[src/rtl/fractal_iter_if.sv]
// Request/result bundle between a point scheduler and one fractal_iter engine.
//
// Handshake rules (both channels): a transfer happens on a rising clk edge
// where valid && ready are both high. A source raises valid only with stable
// payload and holds valid and payload unchanged until the transfer edge.
// Ready never depends combinationally on valid.
interface fractal_iter_if #(
  parameter int FP_WIDTH = 25,
  parameter int ITERW    = 8
) ();
  logic                       in_valid;
  logic                       in_ready;
  logic signed [FP_WIDTH-1:0] re;
  logic signed [FP_WIDTH-1:0] im;
  logic [1:0]                 mode;
  logic [ITERW-1:0]           iter_max;
  logic signed [FP_WIDTH-1:0] jr;
  logic signed [FP_WIDTH-1:0] ji;
  logic                       out_valid;
  logic                       out_ready;
  logic [ITERW-1:0]           iter;
  logic                       escaped;
  logic                       busy;

  modport master (
    output in_valid, re, im, mode, iter_max, jr, ji, out_ready,
    input  in_ready, out_valid, iter, escaped, busy
  );

  modport slave (
    input  in_valid, re, im, mode, iter_max, jr, ji, out_ready,
    output in_ready, out_valid, iter, escaped, busy
  );
endinterface

[src/rtl/fractal_iter.sv]
// Fixed-point escape-time iterator for one complex point (Mandelbrot, Julia,
// Burning Ship). One shared signed multiplier is time-multiplexed across the
// x*x, y*y and x*y steps; multiplier overflow is treated as escape.
module fractal_iter #(
  parameter int FP_WIDTH = 25,
  parameter int FP_INT   = 4,
  parameter int ITERW    = 8
) (
  input  logic             clk,
  input  logic             rst,
  fractal_iter_if.slave    bus,
  output logic [2:0]       dbg_state
);
  localparam int FB = FP_WIDTH - FP_INT;
  // 4.0 in FP_WIDTH+1 bits, compared against |z|^2.
  localparam logic signed [FP_WIDTH:0] FOUR = {{(FP_INT-2){1'b0}}, 3'b100, {FB{1'b0}}};

  typedef enum logic [2:0] {
    IDLE = 3'd0, SQ_X = 3'd1, SQ_Y = 3'd2, TEST = 3'd3, XY = 3'd4, UPD = 3'd5, DONE = 3'd6
  } state_t;

  state_t                     state_q, state_d;
  logic signed [FP_WIDTH-1:0] x_q, x_d, y_q, y_d;
  logic signed [FP_WIDTH-1:0] x2_q, x2_d, y2_q, y2_d, xy_q, xy_d;
  logic signed [FP_WIDTH-1:0] cr_q, cr_d, ci_q, ci_d;
  logic [ITERW-1:0]           iter_q, iter_d, iter_max_q, iter_max_d;
  logic [1:0]                 mode_q, mode_d;
  logic                       ovf_q, ovf_d, escaped_q, escaped_d;

  logic signed [FP_WIDTH-1:0]   op_a, op_b, mul_res;
  logic signed [2*FP_WIDTH-1:0] prod;
  logic                         mul_ovf;
  logic                         unused_prod_lsb;
  logic signed [FP_WIDTH:0]     mag;

  // Pick multiplier operands for the current step; Burning Ship folds x*y onto |x|*|y|.
  always_comb begin
    op_a = x_q;
    op_b = x_q;
    if (state_q == SQ_Y) begin
      op_a = y_q;
      op_b = y_q;
    end else if (state_q == XY) begin
      op_a = (mode_q == 2'd2 && x_q[FP_WIDTH-1]) ? -x_q : x_q;
      op_b = (mode_q == 2'd2 && y_q[FP_WIDTH-1]) ? -y_q : y_q;
    end
  end

  // Full product, arithmetic shift by FB (floor), overflow when dropped top bits are not sign copies.
  always_comb begin
    prod            = op_a * op_b;
    mul_res         = prod[FB +: FP_WIDTH];
    mul_ovf         = (prod[2*FP_WIDTH-1 : FB+FP_WIDTH-1] != {(FP_INT+1){prod[FB+FP_WIDTH-1]}});
    unused_prod_lsb = ^prod[FB-1:0];
    mag             = {x2_q[FP_WIDTH-1], x2_q} + {y2_q[FP_WIDTH-1], y2_q};
  end

  // Next-state and datapath updates for the iteration sequencer.
  always_comb begin
    state_d    = state_q;
    x_d        = x_q;
    y_d        = y_q;
    x2_d       = x2_q;
    y2_d       = y2_q;
    xy_d       = xy_q;
    cr_d       = cr_q;
    ci_d       = ci_q;
    iter_d     = iter_q;
    iter_max_d = iter_max_q;
    mode_d     = mode_q;
    ovf_d      = ovf_q;
    escaped_d  = escaped_q;
    case (state_q)
      IDLE: begin
        if (bus.in_valid) begin
          mode_d     = bus.mode;
          iter_max_d = bus.iter_max;
          iter_d     = '0;
          ovf_d      = 1'b0;
          escaped_d  = 1'b0;
          if (bus.mode == 2'd1) begin
            cr_d = bus.jr;
            ci_d = bus.ji;
            x_d  = bus.re;
            y_d  = bus.im;
          end else begin
            cr_d = bus.re;
            ci_d = bus.im;
            x_d  = '0;
            y_d  = '0;
          end
          state_d = SQ_X;
        end
      end
      SQ_X: begin
        x2_d    = mul_res;
        ovf_d   = ovf_q | mul_ovf;
        state_d = SQ_Y;
      end
      SQ_Y: begin
        y2_d    = mul_res;
        ovf_d   = ovf_q | mul_ovf;
        state_d = TEST;
      end
      TEST: begin
        if (ovf_q || (mag > FOUR)) begin
          escaped_d = 1'b1;
          state_d   = DONE;
        end else if (iter_q == iter_max_q) begin
          escaped_d = 1'b0;
          state_d   = DONE;
        end else begin
          state_d = XY;
        end
      end
      XY: begin
        xy_d    = mul_res;
        ovf_d   = ovf_q | mul_ovf;
        state_d = UPD;
      end
      UPD: begin
        x_d     = x2_q - y2_q + cr_q;
        y_d     = (xy_q <<< 1) + ci_q;
        iter_d  = iter_q + ITERW'(1);
        state_d = SQ_X;
      end
      DONE: begin
        if (bus.out_ready) state_d = IDLE;
      end
      default: state_d = IDLE;
    endcase
  end

  // State and datapath registers; synchronous reset aborts any point in flight.
  always_ff @(posedge clk) begin
    if (rst) begin
      state_q    <= IDLE;
      x_q        <= '0;
      y_q        <= '0;
      x2_q       <= '0;
      y2_q       <= '0;
      xy_q       <= '0;
      cr_q       <= '0;
      ci_q       <= '0;
      iter_q     <= '0;
      iter_max_q <= '0;
      mode_q     <= '0;
      ovf_q      <= 1'b0;
      escaped_q  <= 1'b0;
    end else begin
      state_q    <= state_d;
      x_q        <= x_d;
      y_q        <= y_d;
      x2_q       <= x2_d;
      y2_q       <= y2_d;
      xy_q       <= xy_d;
      cr_q       <= cr_d;
      ci_q       <= ci_d;
      iter_q     <= iter_d;
      iter_max_q <= iter_max_d;
      mode_q     <= mode_d;
      ovf_q      <= ovf_d;
      escaped_q  <= escaped_d;
    end
  end

  assign bus.in_ready  = (state_q == IDLE);
  assign bus.out_valid = (state_q == DONE);
  assign bus.busy      = (state_q != IDLE);
  assign bus.iter      = iter_q;
  assign bus.escaped   = escaped_q;
  assign dbg_state     = state_q;
endmodule

[src/flat_wrapper.sv]
// flat-port wrapper written by rule: the top's interface ports become plain ports
module fractal_iter_flat 
#(
  parameter int FP_WIDTH = 25,
  parameter int FP_INT   = 4,
  parameter int ITERW    = 8
)
  (clk, rst, dbg_state, bus_in_valid, bus_re, bus_im, bus_mode, bus_iter_max, bus_jr, bus_ji, bus_out_ready, bus_in_ready, bus_out_valid, bus_iter, bus_escaped, bus_busy);
  fractal_iter_if #(.FP_WIDTH(FP_WIDTH), .ITERW(ITERW)) bus_i ();
  input  logic clk;
  input  logic rst;
  output logic [2:0] dbg_state;
  input wire logic [$bits(bus_i.in_valid)-1:0] bus_in_valid;
  input wire logic [$bits(bus_i.re)-1:0] bus_re;
  input wire logic [$bits(bus_i.im)-1:0] bus_im;
  input wire logic [$bits(bus_i.mode)-1:0] bus_mode;
  input wire logic [$bits(bus_i.iter_max)-1:0] bus_iter_max;
  input wire logic [$bits(bus_i.jr)-1:0] bus_jr;
  input wire logic [$bits(bus_i.ji)-1:0] bus_ji;
  input wire logic [$bits(bus_i.out_ready)-1:0] bus_out_ready;
  output wire logic [$bits(bus_i.in_ready)-1:0] bus_in_ready;
  output wire logic [$bits(bus_i.out_valid)-1:0] bus_out_valid;
  output wire logic [$bits(bus_i.iter)-1:0] bus_iter;
  output wire logic [$bits(bus_i.escaped)-1:0] bus_escaped;
  output wire logic [$bits(bus_i.busy)-1:0] bus_busy;
  assign bus_i.in_valid = bus_in_valid;
  assign bus_i.re = bus_re;
  assign bus_i.im = bus_im;
  assign bus_i.mode = bus_mode;
  assign bus_i.iter_max = bus_iter_max;
  assign bus_i.jr = bus_jr;
  assign bus_i.ji = bus_ji;
  assign bus_i.out_ready = bus_out_ready;
  assign bus_in_ready = bus_i.in_ready;
  assign bus_out_valid = bus_i.out_valid;
  assign bus_iter = bus_i.iter;
  assign bus_escaped = bus_i.escaped;
  assign bus_busy = bus_i.busy;
  fractal_iter #(.FP_WIDTH(FP_WIDTH), .FP_INT(FP_INT), .ITERW(ITERW)) u_core (.clk(clk), .rst(rst), .bus(bus_i), .dbg_state(dbg_state));
endmodule
[config.mk]
export PLATFORM = sky130hd
export DESIGN_NAME = fractal_iter_flat
export DESIGN_NICKNAME = d
export VERILOG_FILES = /design/src/rtl/fractal_iter_if.sv /design/src/rtl/fractal_iter.sv /design/src/flat_wrapper.sv
export SDC_FILE = /design/constraint.sdc
export NUM_CORES = 2
export LEC_CHECK = 0
export CAP_MARGIN = 20
export CORE_UTILIZATION = 40
export CTS_BUF_LIST = sky130_fd_sc_hd__clkbuf_16
export CTS_CLUSTER_SIZE = 8
export DETAILED_ROUTE_END_ITERATION = 8
export PLACE_DENSITY = 0.6
export REMOVE_ABC_BUFFERS = 1
export SYNTH_ARGS = -nofsm -noshare
export SYNTH_HDL_FRONTEND = slang
export SYNTH_SLANG_ARGS = --single-unit
[constraint.sdc]
create_clock -name clk -period 10.01 [get_ports clk]
set_input_delay 1.001 -clock clk [delete_from_list [all_inputs] [get_ports clk]]
set_output_delay 1.001 -clock clk [all_outputs]
set_load 0.03 [all_outputs]
==> results.json <==
{
  "setup.worst_path.class": "flip-flop to flip-flop",
  "crit_arrival_ns": 10.15,
  "relSlewSlack_pct": 33.8,
  "synth_area_per_cell_sq_um": 8.20,
  "dieArea_sq_um": 91100,
  "cts_tree": "done",
  "initial_core_util_pct": 40.6,
  "synthTopCellsByCount": "766 x inv_1, 749 x nand2_1, 683 x fa_1",
  "p_leak_nw": 19.4,
  "gp_congestion": 0.991,
  "routedWlPerCell_um": 21.3,
  "drcViolationCount": 0,
  "final_util_pct": 45.9,
  "cpLargestDelayFamily": "adder cells",
  "yosys_warnings": 0,
  "synthMostInstantiatedCell": "inv_1",
  "slowest_stage": "fa_1",
  "dp_hpwl_um": 99200,
  "dr.pass1.iters": 7,
  "cp_common_cell": "fa_1",
  "synth.distinct_cells": 73,
  "root_buffer": "clkbuf_16",
  "clock_latency_ns": 0.46,
  "crit_fanout": 7,
  "clkTransAtPathRegs_ns": 0.07,
  "cp_num_buf_inv": 8,
  "vdd.ir_drop.worst_mv": 0.212,
  "cp-end-kind": "flip-flop",
  "yosysSeqAreaShare_pct": 11.0,
  "outcome": "finished clean",
  "grt_pass1_vias": 31700,
  "post-route-period-util_pct": 98.4,
  "max_stage_delay_ns": 0.62,
  "finalSetupTns_ns": 0,
  "fmax_ghz": 0.102,
  "cts-htree-levels": 4,
  "coreArea_sq_um": 88600,
  "worstPathRequired_ns": 10.31,
  "grt_setup_unrepaired": "true",
  "postRouteAntennaNets": 0,
  "total_power_w": 0.00897,
  "placed_cells": 5689,
  "async_reset_ff_share_pct": 0,
  "io_buffers": 128,
  "drtIter0Drc": 2494,
  "gr-total-overflow": 0,
  "synth_area_sq_um": 36000,
  "num_io_pins": 129,
  "diodes": 0,
  "drv_slew": 0,
  "finalHoldViolCount": 0,
  "cts_buffers": 17,
  "fp-row-count": 109,
  "grt_max_degree": 79,
  "dpl_cell_area_sq_um": 39800,
  "antenna_found_initial": 3,
  "cts_sinks": 197,
  "die-height_um": 302,
  "die_w_um": 302,
  "yosysTopAreaCell": "fa_1",
  "drive_gt1_share_pct": 7.66,
  "syn_inst": 4388,
  "design_area_sq_um": 40700,
  "grt_pass1_wl_um": 190000,
  "synth-edff-count": 0,
  "powerDensity_nw_per_um2": 220,
  "min_period_ns": 9.85,
  "fin_nets": 5567,
  "vias": 31100,
  "routed_wl_um": 122000,
  "synth_ff_type": "dfxtp_1",
  "via_per_inst": 5.42,
  "synth_area_leaders": "fa_1 38%, dfxtp_1 11%, inv_1 8.0%, nand2_1 7.8%, ha_1 7.4%",
  "clk_path_buf_depth": 2,
  "track_usage_pct": 27.6,
  "skew_ns": 0.0149,
  "maxCapViolations": 0,
  "instances_no_fill": 5734,
  "yosysTopAreaCellShare_pct": 38.0,
  "setup_viol": 0,
  "syn2layout_area_growth_pct": 13.3,
  "tightest_slew_ns": 0.993,
  "crit_path_start_kind": "flip-flop",
  "ys_ff_latch": 197,
  "hp-class": "flip-flop to flip-flop"
}
-- where the power goes --
part	switching (W)	leakage, nW	internal [W]
Sequential	0.000147	1.61	0.000918
Combinational	0.00431	17.5	0.00289
Clock	0.000333	0.286	0.000366
Total	0.00479	19.4	0.00418
-- flip-flops by register name (all words and copies together) (netlist names) --
register / flops
u_core.ovf_q: 1
u_core.x_q: 25
u_core.iter_max_q: 8
u_core.xy_q: 24
u_core.y_q: 25
u_core.bus.escaped: 1
u_core.x2_q: 25
u_core.ci_q: 25
u_core.cr_q: 25
u_core.dbg_state: 3
u_core.mode_q: 2
u_core.y2_q: 25
u_core.bus.iter: 8
-- per-stage QoR --
stage	hold slack (ns)	setup WS, ns
after global placement	0.448	-0.111
after floorplan	0.434	-2.78
final	0.460	0.162
after detailed placement	0.452	-0.144
after CTS	0.462	0.0120
after global routing	0.482	-0.160
-- final timing paths --
path,from,to,slack [ns],cells after the start
max,u_core.y_q[1],u_core.ovf_q,0.16,36
min,u_core.xy_q[22],u_core.xy_q[22],0.46,2
max reg2reg,u_core.y_q[1],u_core.ovf_q,0.16,36
min reg2reg,u_core.xy_q[22],u_core.xy_q[22],0.46,2
-- cells by family (layout without fill, tap and decap cells) --
group | after synthesis | in the layout | share of synthesized area [%]
xor gates and xnor gates | 112 | 112 | 2.73
adders and majority gates | 897 | 897 | 45.5
muxes | 16 | 16 | 0.456
AOI/OAI and AO/OA | 694 | 694 | 12.6
and+or+nand+nor | 1481 | 1481 | 17.4
buffers and inverters | 991 | 1172 | 10.4
DFF | 197 | 197 | 11.0
-- final cells by class --
| cell class | instances | area (sq um) |
|---|---|---|
| Inverter | 766 | 2880 |
| Fill cell | 8754 | 47900 |
| Timing Repair Buffer | 374 | 3300 |
| Multi-Input combinational cell | 3200 | 28600 |
| Sequential cell | 197 | 3940 |
| Clock inverter | 15 | 139 |
| Tap cell | 1165 | 1460 |
| Clock buffer | 17 | 425 |
-- layer usage --
metal	vias up	wire [um]	global-route usage [%]
met4	2	5230	10.5
met5	-	52	0.518
met3	204	8850	3.53
met2	1175	56500	44.6
met1	15500	51700	37.6
li1	14100	-	-
-- tightest hold or removal path, cell delays in order, from the launching register on --
cell and delay (ns):
dfxtp_1 0.32, nand2_1 0.05, a21oi_1 0.05
-- placed cells by master, fill, tap and decap left out, types with 38 or more instances in the layout --
cell	n
a21o_1	56
nand2b_1	38
o21ai_0	83
fa_1	682
a311oi_1	68
nand3_1	52
nand2_1	748
nor2_1	429
dfxtp_1	197
xnor2_1	77
nor3_1	47
clkdlybuf4s50_1	127
buf_4	232
inv_1	768
ha_1	210
a21oi_1	239
-- repair_timing --
item	CTS	global route
pin swaps	0	10
setup endpoints to repair	1	36
hold endpoints to repair	0	0
cloned	0	2
setup buffers	0	10
gates resized for setup	4	44
hold buffers	0	0
No activity file was read; power rests on OpenSTA's default activity.
